--- config.mk ---
export PLATFORM = sky130hd
export DESIGN_NAME = symbol_serializer
export DESIGN_NICKNAME = d
export VERILOG_FILES = /design/src/rtl/symbol_serializer.sv
export SDC_FILE = /design/constraint.sdc
export NUM_CORES = 1
export LEC_CHECK = 0
export BUFFER_PORTS_ARGS = -buffer_cell sky130_fd_sc_hd__buf_4
export CAP_MARGIN = 20
export CORE_MARGIN = 8
export CORE_UTILIZATION = 40
export CTS_BUF_LIST = sky130_fd_sc_hd__clkbuf_8
export DETAILED_ROUTE_END_ITERATION = 6
export GPL_ROUTABILITY_DRIVEN = 0
export GPL_TIMING_DRIVEN = 1
export PLACE_DENSITY = 0.67
export SETUP_SLACK_MARGIN = 0.4
export SLEW_MARGIN = 15
export SYNTH_ARGS = -nofsm -noshare
export SYNTH_HDL_FRONTEND = slang
export SYNTH_SLANG_ARGS = --single-unit
--- constraint.sdc ---
create_clock -name clk -period 2.58 [get_ports clk]
set_input_delay 0.516 -clock clk [delete_from_list [all_inputs] [get_ports clk]]
set_output_delay 0.516 -clock clk [all_outputs]
set_load 0.005 [all_outputs]
--- src/rtl/symbol_serializer.sv ---
// rtl/symbol_serializer.sv - framed byte to BPSK/QPSK symbol serializer
// One symbol per output beat, MSB first; frame mode and bit length latched at frame start.
module symbol_serializer #(
  parameter int BYTES = 1
) (
  input  logic                 clk,
  input  logic                 rst_n,
  input  logic                 is_bpsk,
  input  logic [12:0]          frame_len,
  input  logic [7:0]           S_tdata,
  input  logic                 S_tvalid,
  output logic                 S_tready,
  input  logic                 S_tlast,
  output logic [BYTES*8-1:0]   O_tdata,
  output logic                 O_tvalid,
  input  logic                 O_tready,
  output logic                 O_tlast,
  output logic                 O_tuser,
  output logic [15:0]          payload_length,
  output logic                 len_err
);

  localparam int BITS = BYTES * 8;

  typedef enum logic {
    IDLE  = 1'b0,
    SHIFT = 1'b1
  } state_t;

  state_t            state_q, state_d;
  logic [7:0]        shreg_q;
  logic [2:0]        sym_idx_q;
  logic              byte_last_q;
  logic              frame_start_q;
  logic [12:0]       byte_cnt_q;
  logic [12:0]       frame_len_q;
  logic [BITS-1:0]   o_tdata_q;
  logic              o_tlast_q;
  logic              tuser_q;
  logic [15:0]       payload_length_q;
  logic              len_err_q;

  logic              sym_last;
  logic [2:0]        last_idx;
  logic [2:0]        idx_next;
  logic              s_hs;
  logic              out_hs;
  logic              mode_n;
  logic [12:0]       cnt_base;
  logic [12:0]       len_base;
  logic [13:0]       cnt_plus1;
  logic [12:0]       cnt_next;

  // Symbol k of byte b: BPSK replicates bit 7-k, QPSK places bits 7-2k:6-2k in [1:0].
  function automatic logic [BITS-1:0] sym_word(input logic [7:0] b, input logic [2:0] k,
                                               input logic bpsk);
    logic [7:0] sh;
    sh = b << (bpsk ? k : {k[1:0], 1'b0});
    if (bpsk) return {BITS{sh[7]}};
    return {{(BITS-2){1'b0}}, sh[7:6]};
  endfunction

  always_comb begin
    last_idx  = tuser_q ? 3'd7 : 3'd3;
    sym_last  = (sym_idx_q == last_idx);
    idx_next  = sym_idx_q + 3'd1;
    S_tready  = (state_q == IDLE) | ((state_q == SHIFT) & sym_last & O_tready);
    s_hs      = S_tvalid & S_tready;
    out_hs    = (state_q == SHIFT) & O_tready;
    // A frame-start byte sees the live mode/length and a cleared count.
    mode_n    = frame_start_q ? is_bpsk : tuser_q;
    cnt_base  = frame_start_q ? 13'd0 : byte_cnt_q;
    len_base  = frame_start_q ? frame_len : frame_len_q;
    cnt_plus1 = {1'b0, cnt_base} + 14'd1;
    cnt_next  = cnt_plus1[13] ? 13'h1fff : cnt_plus1[12:0];
  end

  always_comb begin
    state_d = state_q;
    if (s_hs) begin
      state_d = SHIFT;
    end else if (out_hs && sym_last) begin
      state_d = IDLE;
    end
  end

  always_ff @(posedge clk or negedge rst_n) begin
    if (!rst_n) begin
      state_q <= IDLE;
    end else begin
      state_q <= state_d;
    end
  end

  always_ff @(posedge clk or negedge rst_n) begin
    if (!rst_n) begin
      shreg_q          <= '0;
      sym_idx_q        <= '0;
      byte_last_q      <= 1'b0;
      frame_start_q    <= 1'b1;
      byte_cnt_q       <= '0;
      frame_len_q      <= '0;
      o_tdata_q        <= '0;
      o_tlast_q        <= 1'b0;
      tuser_q          <= 1'b1;
      payload_length_q <= '0;
      len_err_q        <= 1'b0;
    end else if (s_hs) begin
      shreg_q       <= S_tdata;
      sym_idx_q     <= '0;
      byte_last_q   <= S_tlast;
      frame_start_q <= S_tlast;
      byte_cnt_q    <= cnt_next;
      o_tdata_q     <= sym_word(S_tdata, 3'd0, mode_n);
      o_tlast_q     <= 1'b0;
      if (frame_start_q) begin
        tuser_q          <= is_bpsk;
        frame_len_q      <= frame_len;
        payload_length_q <= {frame_len, 3'b000};
      end
      if (S_tlast) begin
        len_err_q <= (cnt_plus1 != {1'b0, len_base});
      end else if (frame_start_q) begin
        len_err_q <= 1'b0;
      end
    end else if (out_hs && !sym_last) begin
      sym_idx_q <= idx_next;
      o_tdata_q <= sym_word(shreg_q, idx_next, tuser_q);
      o_tlast_q <= byte_last_q && (idx_next == last_idx);
    end else if (out_hs) begin
      o_tlast_q <= 1'b0;
    end
  end

  assign O_tvalid       = (state_q == SHIFT);
  assign O_tdata        = o_tdata_q;
  assign O_tlast        = o_tlast_q;
  assign O_tuser        = tuser_q;
  assign payload_length = payload_length_q;
  assign len_err        = len_err_q;

endmodule

# Word level (Yosys, flattened, before mapping)
# Cells that the tools add are included.
[totals]
word_cells = 60
input_bits = 27
reg_bits = 64
output_inout_bits = 29
[op_classes]
bitwise = 6
n_addsub = 2
n_shift = 1
reduce_logical = 10
mux = 26
n_eq_ne = 3
[ops]
columns = ["cell", "count"]
rows = [
  ["2-to-1 mux 8 bit", 6],
  ["2-to-1 mux 13 bit", 3],
  ["adder 13 x 1 -> 14 bit (second input constant)", 1],
  ["inequality test 14 x 13 -> 1 bit", 1],
  ["2-to-1 mux 1 bit", 13],
  ["2-to-1 mux 3 bit", 4],
  ["<< shifter 8 x 3 -> 8 bit", 1],
  ["== test 3 bit", 2],
  ["nonzero test 2 bit", 3],
  ["bitwise AND 1 bit", 4],
  ["AND reduction 2 bit", 2],
  ["adder 3 x 1 -> 3 bit (second input constant)", 1],
  ["logical AND 1 bit", 3],
  ["nonzero test 3 bit", 1],
  ["logical NOT 1 bit", 1],
  ["NOT 1 bit", 1],
  ["OR 1 bit", 1],
]

# Logic depth before layout (Yosys ltp)
# Gate-level depths: netlist of the first run.
[logic_depth]
word_depth = 10
mapped_depth = 13
mapped_depth_nobuf = 8

# Worst setup path after synthesis of the first run
# OpenSTA, ideal clock, no wires.
[synth_timing]
path_type = "register -> register"
startpoint = "register frame_start_q"
endpoint = "register len_err_q, in the netlist len_err"
path_slack_ns = -0.249
setup_time_ns = 0.124
required_ns = 2.456
path_buffers = 5
period_less_slack_ns = 2.829
arrival_time_ns = 2.705
path_stages_with_launch = 14
cell_sequence = "dfstp_2 -> buf_6 -> buf_2 -> buf_2 -> buf_1 -> nor2b_1 -> ha_1 -> and4b_1 -> clkbuf_1 -> nand3_1 -> xnor2_1 -> nand4_1 -> a2111oi_4 -> o21ai_2"
[synth_via]
elab_chain_cells = 4
elab_cells_between_ends = 7
classes_between = "add/sub: 1; eq/ne: 1; mux: 3; reduce/logical: 2"
[synth_lines]
columns = ["item", "line_no", "text"]
rows = [
  ["start: declaration", "34", "logic frame_start_q;"],
  ["start signal: assignment", "112", "frame_start_q <= S_tlast;"],
  ["2-to-1 mux 13 bit", "72", "cnt_base = frame_start_q ? 13'd0 : byte_cnt_q;"],
  ["adder 13 x 1 -> 14 bit", "74", "cnt_plus1 = {1'b0, cnt_base} + 14'd1;"],
  ["inequality test 14 x 13 -> 1 bit", "122", "len_err_q <= (cnt_plus1 != {1'b0, len_base});"],
  ["2-to-1 mux 1 bit", "121", "if (S_tlast) begin"],
  ["end signal: assignment", "122", ""],
  ["end: declaration", "41", "logic len_err_q;"],
]
# Several ways; a longest one is shown, not always the timed one.
# A chain may end at the register's enable or synchronous reset.

# Worst setup path after layout of the first run
[layout_timing]
startpoint = "register tuser_q, in the netlist O_tuser"
endpoint = "register o_tdata_q[0], in the netlist O_tdata[0]"
[layout_via]
elab_chain_cells = 7
elab_cells_between_ends = 22
classes_between = "eq/ne: 1; shift: 1; mux: 13; bitwise: 4; reduce/logical: 3"
[layout_lines]
columns = ["item", "line_no", "text"]
rows = [
  ["start: declaration", "39", "logic tuser_q;"],
  ["start signal: assignment", "117", "tuser_q <= is_bpsk;"],
  ["2-to-1 mux 3 bit", "64", "last_idx = tuser_q ? 3'd7 : 3'd3;"],
  ["== test 3 bit", "65", "sym_last = (sym_idx_q == last_idx);"],
  ["bitwise AND 1 bit (2 in series)", "67", "S_tready = (state_q == IDLE) | ((state_q == SHIFT) & sym_last & O_tready);"],
  ["OR 1 bit", "67", ""],
  ["bitwise AND 1 bit", "68", "s_hs = S_tvalid & S_tready;"],
  ["2-to-1 mux 8 bit / nonzero test 2 bit (equally long branches)", "--", ""],
  ["end signal: assignment", "114", "o_tdata_q <= sym_word(S_tdata, 3'd0, mode_n);"],
  ["end signal: assignment", "128", "o_tdata_q <= sym_word(shreg_q, idx_next, tuser_q);"],
  ["end: declaration", "37", "logic [BITS-1:0] o_tdata_q;"],
]
# Several ways; a longest one is shown, not always the timed one. The select of a mux whose other input is x is not followed.

==> results of run 1 <==
## cells in the final DEF, fill, tap and decap left out, types with 3 or more instances in the layout
cell type,n
a21oi_1,14
o211ai_1,8
clkbuf_8,9
xor2_1,9
buf_4,61
dfrtp_2,3
mux2_1,20
conb_1,3
o21ai_0,8
nand3b_1,3
nor3_1,13
mux2_2,10
dfrtp_1,54
inv_1,7
nor2_1,12
clkinv_2,3
xnor2_1,13
nand2_1,53
a31oi_1,3
mux2i_1,11
nand3_1,13
## cells in the mapped netlist, drive strengths merged (3+ instances only)
library cell  instances
a21oi                14
a31oi                 3
buf                  24
clkbuf                3
dfrtp                57
ha                    3
inv                   6
mux2                 30
mux2i                13
nand2                55
nand2b                3
nand3                13
nand3b                3
nand4                 3
nor2                 12
nor2b                 4
nor3                 15
o211ai                8
o21ai                 9
xnor2                14
xor2                 10
## metal layers
layer / wire (um) / vias to the layer above
li1: - / 1264
met1: 3620 / 1264
met2: 3560 / 60
met3: 381 / 9
met4: 131 / 0
met5: 0 / -
## layout make-up
type,count,area (sq um)
Clock buffer,9,124
Clock inverter,7,37.5
Fill cell,745,4100
Inverter,6,22.5
Multi-Input combinational cell,242,1810
Sequential cell,59,1480
Tap cell,105,131
Timing Repair Buffer,64,509
## path summary, 6_finish.rpt
check	from	to	slack [ns]
max in group asynchronous	rst_n	byte_cnt_q[0]$_DFFE_PN0P_	1.80
setup / recovery	O_tuser$_DFFE_PN1P_	O_tdata[0]$_DFFE_PN0P_	0.43
min in group clk	S_tdata[2]	shreg_q[2]$_DFFE_PN0P_	0.36
hold reg to reg	byte_last_q$_DFFE_PN0P_	byte_last_q$_DFFE_PN0P_	0.48
setup reg to reg	O_tuser$_DFFE_PN1P_	O_tdata[0]$_DFFE_PN0P_	0.43
hold / removal	rst_n	payload_length[8]$_DFFE_PN0P_	0.24
## repair_timing
item / CTS / global route
gates resized for setup: 9 / 16
buffers inserted: 3 / 4
setup endpoints to repair: 14 / 16
endpoints found under the hold margin: 0 / 0
pin swaps: 1 / 3
hold buffers: 0 / 0
## power groups by stage
| stage | Clock, mW | Sequential (mW) | Combinational (mW) |
|---|---|---|---|
| floorplan | 0 | 1.54 | 1.40 |
| global placement | 0 | 1.62 | 1.76 |
| detailed placement | 0 | 1.64 | 1.81 |
| CTS | 0.742 | 1.63 | 1.90 |
| global route | 0.779 | 1.67 | 2.26 |
| finish | 0.716 | 1.62 | 2.06 |
## state kept, by name, summed over array words and instances, names as in the netlist, 3 cells and up
register / cells
frame_len_q: 13
byte_cnt_q: 13
payload_length: 13
shreg_q: 8
sym_idx_q: 3
O_tdata: 3
## stage by stage
step	total power, mW	setup slack (ns)	hold WS [ns]	area, sq um
global placement	3.38	0.249	0.461	3800
finish	4.40	0.428	0.236	4120
global route	4.71	0.348	0.307	4120
detailed placement	3.45	0.180	0.468	3800
floorplan	2.94	0.0964	0.220	3420
CTS	4.27	0.338	0.262	4020
## cells by family after synthesis
kind of cell | count (synthesis) | share of synthesized area [%]
buffers and inverters | 33 | 5.95
DFF | 59 | 43.7
muxes | 44 | 14.5
other | 1 | 0.111
AOI/OAI and AO/OA | 47 | 10.2
and+or+nand+nor | 121 | 18.3
adders and majority gates | 3 | 1.11
xor gates and xnor gates | 24 | 6.21
==> results.sh, run 1 <==
export IMPL_outcome="complete, no violations"
export IMPL_synth_top_area_share_pct=42.1
export IMPL_avgSynthCellArea_sq_um=10.2
export IMPL_hold_viol=0
export IMPL_synth_cell_type_count=54
export IMPL_yosysTopAreaCell="dfrtp_1"
export IMPL_period_needed_ns=2.15
export IMPL_met2_usage_pct=20.5
export IMPL_ant_nets=0
export IMPL_finalNonFillerCells=492
export IMPL_p_per_area_mw_per_mm2=1070
export IMPL_clk_pin_slew_ns=0.08
export IMPL_viasPerCell=5.28
export IMPL_drc=0
export IMPL_ys_async_sr_fraction_pct=100
export IMPL_synth_area_leaders="dfrtp_1, mux2_1, nand2_1"
export IMPL_p_leak_nw=1.87
export IMPL_die_h_um=108
export IMPL_synth_yosys_seq_area_share_pct=43.7
export IMPL_die_w_um=108
export IMPL_peakVddDrop_mv=0.471
export IMPL_critPathMaxFanout=6
export IMPL_grt_busiest_layer="met2"
export IMPL_start_util_pct=41.2
export IMPL_utilization_pct=50.1
export IMPL_cts_root_buf="clkbuf_8"
export IMPL_drtPass1Iterations=4
export IMPL_netlist_area_sq_mm=0.00338
export IMPL_p_sw_share_pct=38.1
export IMPL_crit_chain="buf_4 -> mux2_2 -> mux4_2 -> nand2_1 -> o21ai_0 -> a311o_1"
export IMPL_crit_cells=6
export IMPL_clock_sinks=59
export IMPL_cp_num_buf_inv=1
export IMPL_synthToLayoutAreaGrowth_pct=21.6
export IMPL_relSlewSlack_pct=49.9
export IMPL_cts_path_max_buffers=2
export IMPL_grt_pass1_vias=2630
export IMPL_fin_setup_tns_ns=0
export IMPL_overflow=0
export IMPL_h_tree_depth=3
export IMPL_grt_start_max_net_pins=60
export IMPL_hp_class="input pin to async pin"
export IMPL_io_buffers=52
export IMPL_ys_warn_count=0
export IMPL_synth_edff_count=0
export IMPL_ios=56
export IMPL_syn_inst=332
export IMPL_drt_total_wl_mm=7.70
export IMPL_clkPwrFrac_pct=16.3
export IMPL_cts_tree="done"
export IMPL_critPathArrivalTime_ns=2.38
export IMPL_n_antenna_cell=0
export IMPL_dp_hpwl_mm=5.28
export IMPL_max_cap_viol_count=0
export IMPL_die_area_sq_mm=0.0117
export IMPL_ys_seq_elements=59
export IMPL_drtIter0Drc=116
export IMPL_vias=2597
export IMPL_fmax_mhz=465
export IMPL_p_seq_share_pct=36.8
export IMPL_final_nets=412
export IMPL_tightest_slew_ns=0.751
export IMPL_critPathLaunchType="flip-flop"
export IMPL_p_int_mw=2.72
export IMPL_grt_usage_pct=13.8
export IMPL_grt_use_met3_pct=3.21
export IMPL_setup_worst_path_end_class="flip-flop"
export IMPL_report_final_slew_viol_count=0
export IMPL_reg2reg_depth=6
export IMPL_grt_pass1_wl_mm=12.8
export IMPL_numCtsBuffers=9
export IMPL_yosys_most_used_dff="dfrtp_1"
export IMPL_finalCritPeriodShare_pct=83.4
export IMPL_worstPathRequired_ns=2.81
export IMPL_coreArea_sq_mm=0.00822
export IMPL_drive_above_1_share_pct=32.0
export IMPL_wl_per_cell_um=15.6
export IMPL_switchingPower_mw=1.68
export IMPL_path_class="flip-flop to flip-flop"
export IMPL_share_comb_of_total_power_pct=46.9
export IMPL_finalSetupViolCount=0
export IMPL_insertion_delay_ns=0.35
export IMPL_use_met1_pct=18.6
export IMPL_final_setup_skew_ns=0.0119
export IMPL_place_inst=469
export IMPL_rsz0062_at_grt="yes"
export IMPL_antenna_found_initial=0
export IMPL_core_rowCount=33
export IMPL_slowest_stage="dfstp_2"
export IMPL_critPathTopFamily="multiplexers"
export IMPL_slowest_delay_ns=0.62
Note: power is estimated with default switching activity, not from simulation.
==> inputs of run 2 (changes only) <==
--- a/config.mk
+++ b/config.mk
@@ -13,7 +13,7 @@
 export DETAILED_ROUTE_END_ITERATION = 6
 export GPL_ROUTABILITY_DRIVEN = 0
 export GPL_TIMING_DRIVEN = 1
-export PLACE_DENSITY = 0.67
+export PLACE_DENSITY = 0.65
 export SETUP_SLACK_MARGIN = 0.4
 export SLEW_MARGIN = 15
 export SYNTH_ARGS = -nofsm -noshare
==> constraint.sdc (replaced) <==
create_clock -name clk -period 2 [get_ports clk]
set_input_delay 0.4 -clock clk [delete_from_list [all_inputs] [get_ports clk]]
set_output_delay 0.4 -clock clk [all_outputs]
set_load 0.005 [all_outputs]
==> run 2 against run 1 <==
Compared with the run above: die area unchanged; hold slack better by 0.017 ns; non-clock buffer count up 56; largest power group unchanged; sequential power up 30%; the run now ends with negative setup slack left; largest cell class unchanged; power up 67%; critical endpoint is now len_err$_DFFE_PN0P_; flip-flop and latch count unchanged; sequential share of layout area down 7.2 points; first-iteration DRC count up 25%; global-route usage up 2.2 points.
==> results.sh, run 2 (synthesized netlist as in run 1, its figures left out) <==
export IMPL_drc=0
export IMPL_crit_chain="nor2b_2 -> ha_2 -> xor2_1 -> o32ai_2 -> o2111ai_2 -> a2111oi_4 -> o21ai_2"
export IMPL_ant_nets=0
export IMPL_utilization_pct=62.6
export IMPL_grt_pass1_wl_mm=14.7
export IMPL_die_w_um=108
export IMPL_finalSetupViolCount=1
export IMPL_fin_area_sq_mm=0.00514
export IMPL_setup_worst_path_end_class="flip-flop"
export IMPL_reg2reg_depth=7
export IMPL_hp_start="S_tdata[0]"
export IMPL_period_needed_ns=2.07
export IMPL_drt_total_wl_mm=9.30
export IMPL_fin_setup_tns_ns=-0.0729
export IMPL_insertion_delay_ns=0.35
export IMPL_slowest_delay_ns=0.58
export IMPL_overflow=0
export IMPL_grt_start_max_net_pins=28
export IMPL_cts_tree="done"
export IMPL_path_class="flip-flop to flip-flop"
export IMPL_coreArea_sq_mm=0.00822
export IMPL_worstPathRequired_ns=2.23
export IMPL_layout_commonest_cell="buf_4"
export IMPL_max_cap_viol_count=0
export IMPL_start_util_pct=41.2
export IMPL_final_setup_skew_ns=0.0104
export IMPL_final_nets=468
export IMPL_finalCritPeriodShare_pct=104
export IMPL_report_final_slew_viol_count=0
export IMPL_antenna_found_initial=0
export IMPL_nFillCells=632
export IMPL_die_area_sq_mm=0.0117
export IMPL_reg2reg_to="len_err$_DFFE_PN0P_"
export IMPL_p_per_area_mw_per_mm2=1430
export IMPL_cts_path_max_buffers=2
export IMPL_outcome="complete, but fails checks"
export IMPL_core_rowCount=33
export IMPL_rsz0062_at_grt="yes"
export IMPL_peakVddDrop_mv=0.569
export IMPL_p_leak_nw=2.40
export IMPL_io_buffers=52
export IMPL_numCtsBuffers=9
export IMPL_dpl_cell_area_sq_mm=0.00427
export IMPL_r2r_slack_ns=-0.07
export IMPL_drive_above_1_share_pct=51.7
export IMPL_critPathArrivalTime_ns=2.30
export IMPL_grt_pass1_vias=2958
export IMPL_layout_common_cells="buf_4, dfrtp_1, nand2_1"
export IMPL_ios=56
export IMPL_drtPass1Iterations=4
export IMPL_clk_pin_slew_ns=0.07
export IMPL_critPathMaxFanout=5
export IMPL_n_antenna_cell=0
export IMPL_hp_class="input pin to flip-flop"
export IMPL_dp_hpwl_mm=6.19
export IMPL_hold_path_depth=3
export IMPL_min_to="shreg_q[0]$_DFFE_PN0P_"
export IMPL_slowest_stage="dfstp_2"
export IMPL_die_h_um=108
export IMPL_clock_sinks=59
export IMPL_grt_usage_pct=16.0
export IMPL_hold_viol=0
export IMPL_viasPerCell=5.30
export IMPL_worst_slack_ns=-0.0729
export IMPL_reg2reg_from="frame_start_q$_DFFE_PN1P_"
export IMPL_fmax_mhz=482
export IMPL_synthToLayoutAreaGrowth_pct=51.9
export IMPL_wl_per_cell_um=17.0
export IMPL_finalPower_mw=7.34
export IMPL_critPathLaunchType="flip-flop"
export IMPL_h_tree_depth=3
export IMPL_holdWs_ns=0.253
export IMPL_cts_root_buf="clkbuf_8"
export IMPL_violations="negative setup slack"
export IMPL_drtIter0Drc=145
export IMPL_vias=2906
## run 2: cell types whose count changed in the layout (fill, tap and decap cells not counted), sizes merged
| cell | previous run | this run |
|---|---|---|
| clkinv | 3 | 1 |
| buf | 64 | 119 |
| inv | 8 | 6 |
| clkbuf | 9 | 12 |
| clkinvlp | 2 | 0 |
| dlygate4sd3 | 0 | 1 |
| bufinv | 0 | 3 |
## run 2: power by group
part / switching [mW] / leakage, nW / internal (mW)
Clock: 0.480 / 0.133 / 0.928
Sequential: 0.439 / 0.710 / 1.67
Combinational: 1.66 / 1.56 / 2.16
## run 2: layout make-up
cell class              count  area (sq um)  area share [%]
clock buffers              12           165            3.21
flip-flops and latches     59          1480            28.9
well taps                 105           131            2.55
inverters                   6          25.0           0.487
repair buffers            120          1140            22.2
clock inverters             4          95.1            1.85
multi-input cells         242          2100            40.8
## run 2: stage by stage
| step | setup slack [ns] | instances |
|---|---|---|
| floorplan | -0.483 | 334 |
| global placement | -0.0446 | 511 |
| detailed placement | -0.0958 | 511 |
| CTS | -0.0675 | 542 |
| global route | -0.176 | 548 |
| finish | -0.0729 | 548 |
## run 2: repair_timing
action                                  in CTS  in global routing
endpoints found under the setup margin      60                 60
buffers inserted                            11                  6
hold buffers                                 1                  0
gates resized for setup                     44                 48
pin swaps                                   20                 16
hold endpoints to repair                    25                  0
cloned                                       3                  0
## run 2: per-layer routing
metal,global-route usage (%),wire (um),vias to the layer above,share of wire [%]
li1,-,-,1379,-
met5,0,0,-,0
met1,20.7,4150,1448,45
met4,5.55,122,0,1.3
met2,24.6,4470,69,48
met3,5.06,564,10,6.1
## run 2: worst max-delay path by stage
stage	slack, ns	startpoint	endpoint	cells past startpoint
after floorplan	-0.48	frame_start_q$_DFFE_PN1P_	len_err$_DFFE_PN0P_	11
after global placement	-0.04	frame_start_q$_DFFE_PN1P_	len_err$_DFFE_PN0P_	7
after detailed placement	-0.1	frame_start_q$_DFFE_PN1P_	len_err$_DFFE_PN0P_	7
after CTS	-0.07	frame_start_q$_DFFE_PN1P_	len_err$_DFFE_PN0P_	7
after global routing	-0.18	frame_start_q$_DFFE_PN1P_	len_err$_DFFE_PN0P_	7
final	-0.07	frame_start_q$_DFFE_PN1P_	len_err$_DFFE_PN0P_	7
## run 2: critical path, delay by kind of cell, from the launching register on
| kind | cells | cell delay, ns |
|---|---|---|
| AOI/OAI and AO/OA | 4 | 0.86 |
| DFF | 1 | 0.58 |
| xor gates and xnor gates | 1 | 0.16 |
| and+or+nand+nor | 1 | 0.06 |
| adders and majority gates | 1 | 0.31 |
==> inputs of run 3 (changes only) <==
--- a/config.mk
+++ b/config.mk
@@ -6,14 +6,13 @@
 export NUM_CORES = 1
 export LEC_CHECK = 0
 export BUFFER_PORTS_ARGS = -buffer_cell sky130_fd_sc_hd__buf_4
-export CAP_MARGIN = 20
 export CORE_MARGIN = 8
 export CORE_UTILIZATION = 40
 export CTS_BUF_LIST = sky130_fd_sc_hd__clkbuf_8
 export DETAILED_ROUTE_END_ITERATION = 6
 export GPL_ROUTABILITY_DRIVEN = 0
 export GPL_TIMING_DRIVEN = 1
-export PLACE_DENSITY = 0.65
+export PLACE_DENSITY = 0.58
 export SETUP_SLACK_MARGIN = 0.4
 export SLEW_MARGIN = 15
 export SYNTH_ARGS = -nofsm -noshare
==> run 3 against run 2 <==
Compared with the run above: the run still ends with negative setup slack left; hold slack lost 0.24 ns; die area is the same; global-route usage rose by 1.1 points; utilization is 4.2 points higher.
==> results.sh, run 3 (synthesized netlist as in run 1, its figures left out) <==
export IMPL_crit_path_frequent_cell="buf_12"
export IMPL_synthToLayoutAreaGrowth_pct=62.1
export IMPL_critPathArrivalTime_ns=2.28
export IMPL_crit_cells=8
export IMPL_place_inst=507
export IMPL_dpl_cell_area_sq_mm=0.00422
export IMPL_grt_pass1_vias=2995
export IMPL_max_cap_viol_count=0
export IMPL_met2_usage_pct=25.5
export IMPL_final_setup_skew_ns=0.00712
export IMPL_cts_path_max_buffers=2
export IMPL_fmax_mhz=484
export IMPL_slowest_stage="dfstp_2"
export IMPL_drtPass1Iterations=4
export IMPL_grt_pass1_wl_mm=15.8
export IMPL_die_w_um=108
export IMPL_rsz0062_at_grt="yes"
export IMPL_preCtsSetupSlack_ns=-0.100
export IMPL_die_area_sq_mm=0.0117
export IMPL_antenna_found_initial=0
export IMPL_core_rowCount=33
export IMPL_use_met1_pct=24.3
export IMPL_die_h_um=108
export IMPL_outcome="complete, but fails checks"
export IMPL_h_tree_depth=3
export IMPL_critPathMaxFanout=5
export IMPL_p_leak_nw=2.64
export IMPL_cts_tree="done"
export IMPL_setup_worst_path_end_class="flip-flop"
export IMPL_drtIter0Drc=89
export IMPL_relSlewSlack_pct=61.3
export IMPL_overflow=0
export IMPL_critPathTopFamily="flip-flops"
export IMPL_reg2reg_depth=8
export IMPL_crit_chain="buf_12 -> xor2_4 -> o31ai_4 -> and2_4 -> nand2_8 -> buf_12 -> buf_16 -> mux2_4"
export IMPL_wl_per_cell_um=17.4
export IMPL_dp_hpwl_mm=6.19
export IMPL_peakVddDrop_mv=0.645
export IMPL_fin_area_sq_mm=0.00549
export IMPL_hp_class="input pin to async pin"
export IMPL_tightest_slew_ns=0.578
export IMPL_start_util_pct=41.2
export IMPL_viasPerCell=5.24
export IMPL_violations="negative setup slack"
export IMPL_grt_start_max_net_pins=35
export IMPL_drive_above_1_share_pct=58.1
export IMPL_ios=56
export IMPL_slowest_delay_ns=0.58
export IMPL_cts_root_buf="clkbuf_8"
export IMPL_finalCritPeriodShare_pct=103
export IMPL_finalSetupViolCount=7
export IMPL_cp_num_buf_inv=3
export IMPL_io_buffers=52
export IMPL_period_needed_ns=2.06
export IMPL_worstPathRequired_ns=2.21
export IMPL_path_class="flip-flop to flip-flop"
export IMPL_numCtsBuffers=9
export IMPL_worst_slack_ns=-0.0648
export IMPL_grt_use_met3_pct=3.81
export IMPL_hold_viol=0
export IMPL_utilization_pct=66.8
export IMPL_holdWs_ns=0.0105
export IMPL_layout_common_cells="buf_4, dfrtp_1, mux2_4, nand2_1, buf_6"
export IMPL_drt_total_wl_mm=9.69
export IMPL_vias=2912
export IMPL_layout_commonest_cell="buf_4"
export IMPL_final_nets=476
export IMPL_grt_usage_pct=17.1
export IMPL_clock_sinks=59
export IMPL_n_antenna_cell=0
export IMPL_insertion_delay_ns=0.33
export IMPL_coreArea_sq_mm=0.00822
export IMPL_p_per_area_mw_per_mm2=1370
export IMPL_ant_nets=0
export IMPL_report_final_slew_viol_count=0
export IMPL_drc=0
export IMPL_finalNonFillerCells=556
export IMPL_grt_busiest_layer="met2"
export IMPL_clk_pin_slew_ns=0.07
export IMPL_critPathLaunchType="flip-flop"
run 3: cell types whose count changed in the layout (fill, tap and decap cells not counted), sizes merged:
cell | before | now
dlygate4sd3 | 1 | 0
bufinv | 3 | 1
inv | 6 | 8
buf | 119 | 128
run 3: routing by layer:
metal	up-vias	share of wire [%]	wire [um]
met5	-	0	0
met4	0	1.3	129
met3	13	5.9	567
met2	86	46	4480
met1	1422	47	4510
li1	1391	-	-
run 3: what timing repair did:
action	4_1_cts	5_1_grt
resized for setup	98	53
buffers inserted	16	10
pin swaps	20	37
hold buffers	0	0
cloned	7	0
endpoints found under the setup margin	59	60
run 3: report_power, final:
group	total (mW)	internal, mW	switching (mW)
Combinational	4.22	2.46	1.77
Sequential	2.12	1.67	0.452
Clock	1.14	0.667	0.477
Total	7.49	4.79	2.69
run 3: final timing paths:
path                                        start                       endpoint  slack [ns]
max in group asynchronous                   rst_n            len_err$_DFFE_PN0P_        1.41
max reg2reg                   O_tuser$_DFFE_PN1P_  payload_length[6]$_DFFE_PN0P_       -0.06
max                           O_tuser$_DFFE_PN1P_  payload_length[6]$_DFFE_PN0P_       -0.06
min in group clk                       S_tdata[0]         shreg_q[0]$_DFFE_PN0P_        0.26
min                                         rst_n       sym_idx_q[1]$_DFFE_PN0P_        0.01
min reg2reg                shreg_q[0]$_DFFE_PN0P_         shreg_q[0]$_DFFE_PN0P_        0.51
run 3: stage by stage:
stage / TNS (ns) / total power [mW]
CTS: -0.0700 / 7.08
detailed placement: -0.150 / 4.99
finish: -0.317 / 7.49
floorplan: -0.842 / 4.09
global placement: -0.122 / 4.93
global route: -1.61 / 7.96
run 3: layout make-up:
class / instances / area [sq um]
Fill cell: 627 / 2730
Multi-Input combinational cell: 242 / 2320
Sequential cell: 59 / 1480
Timing Repair Buffer: 128 / 1320
Clock buffer: 12 / 165
Tap cell: 105 / 131
Clock inverter: 4 / 42.5
Inverter: 6 / 25.0
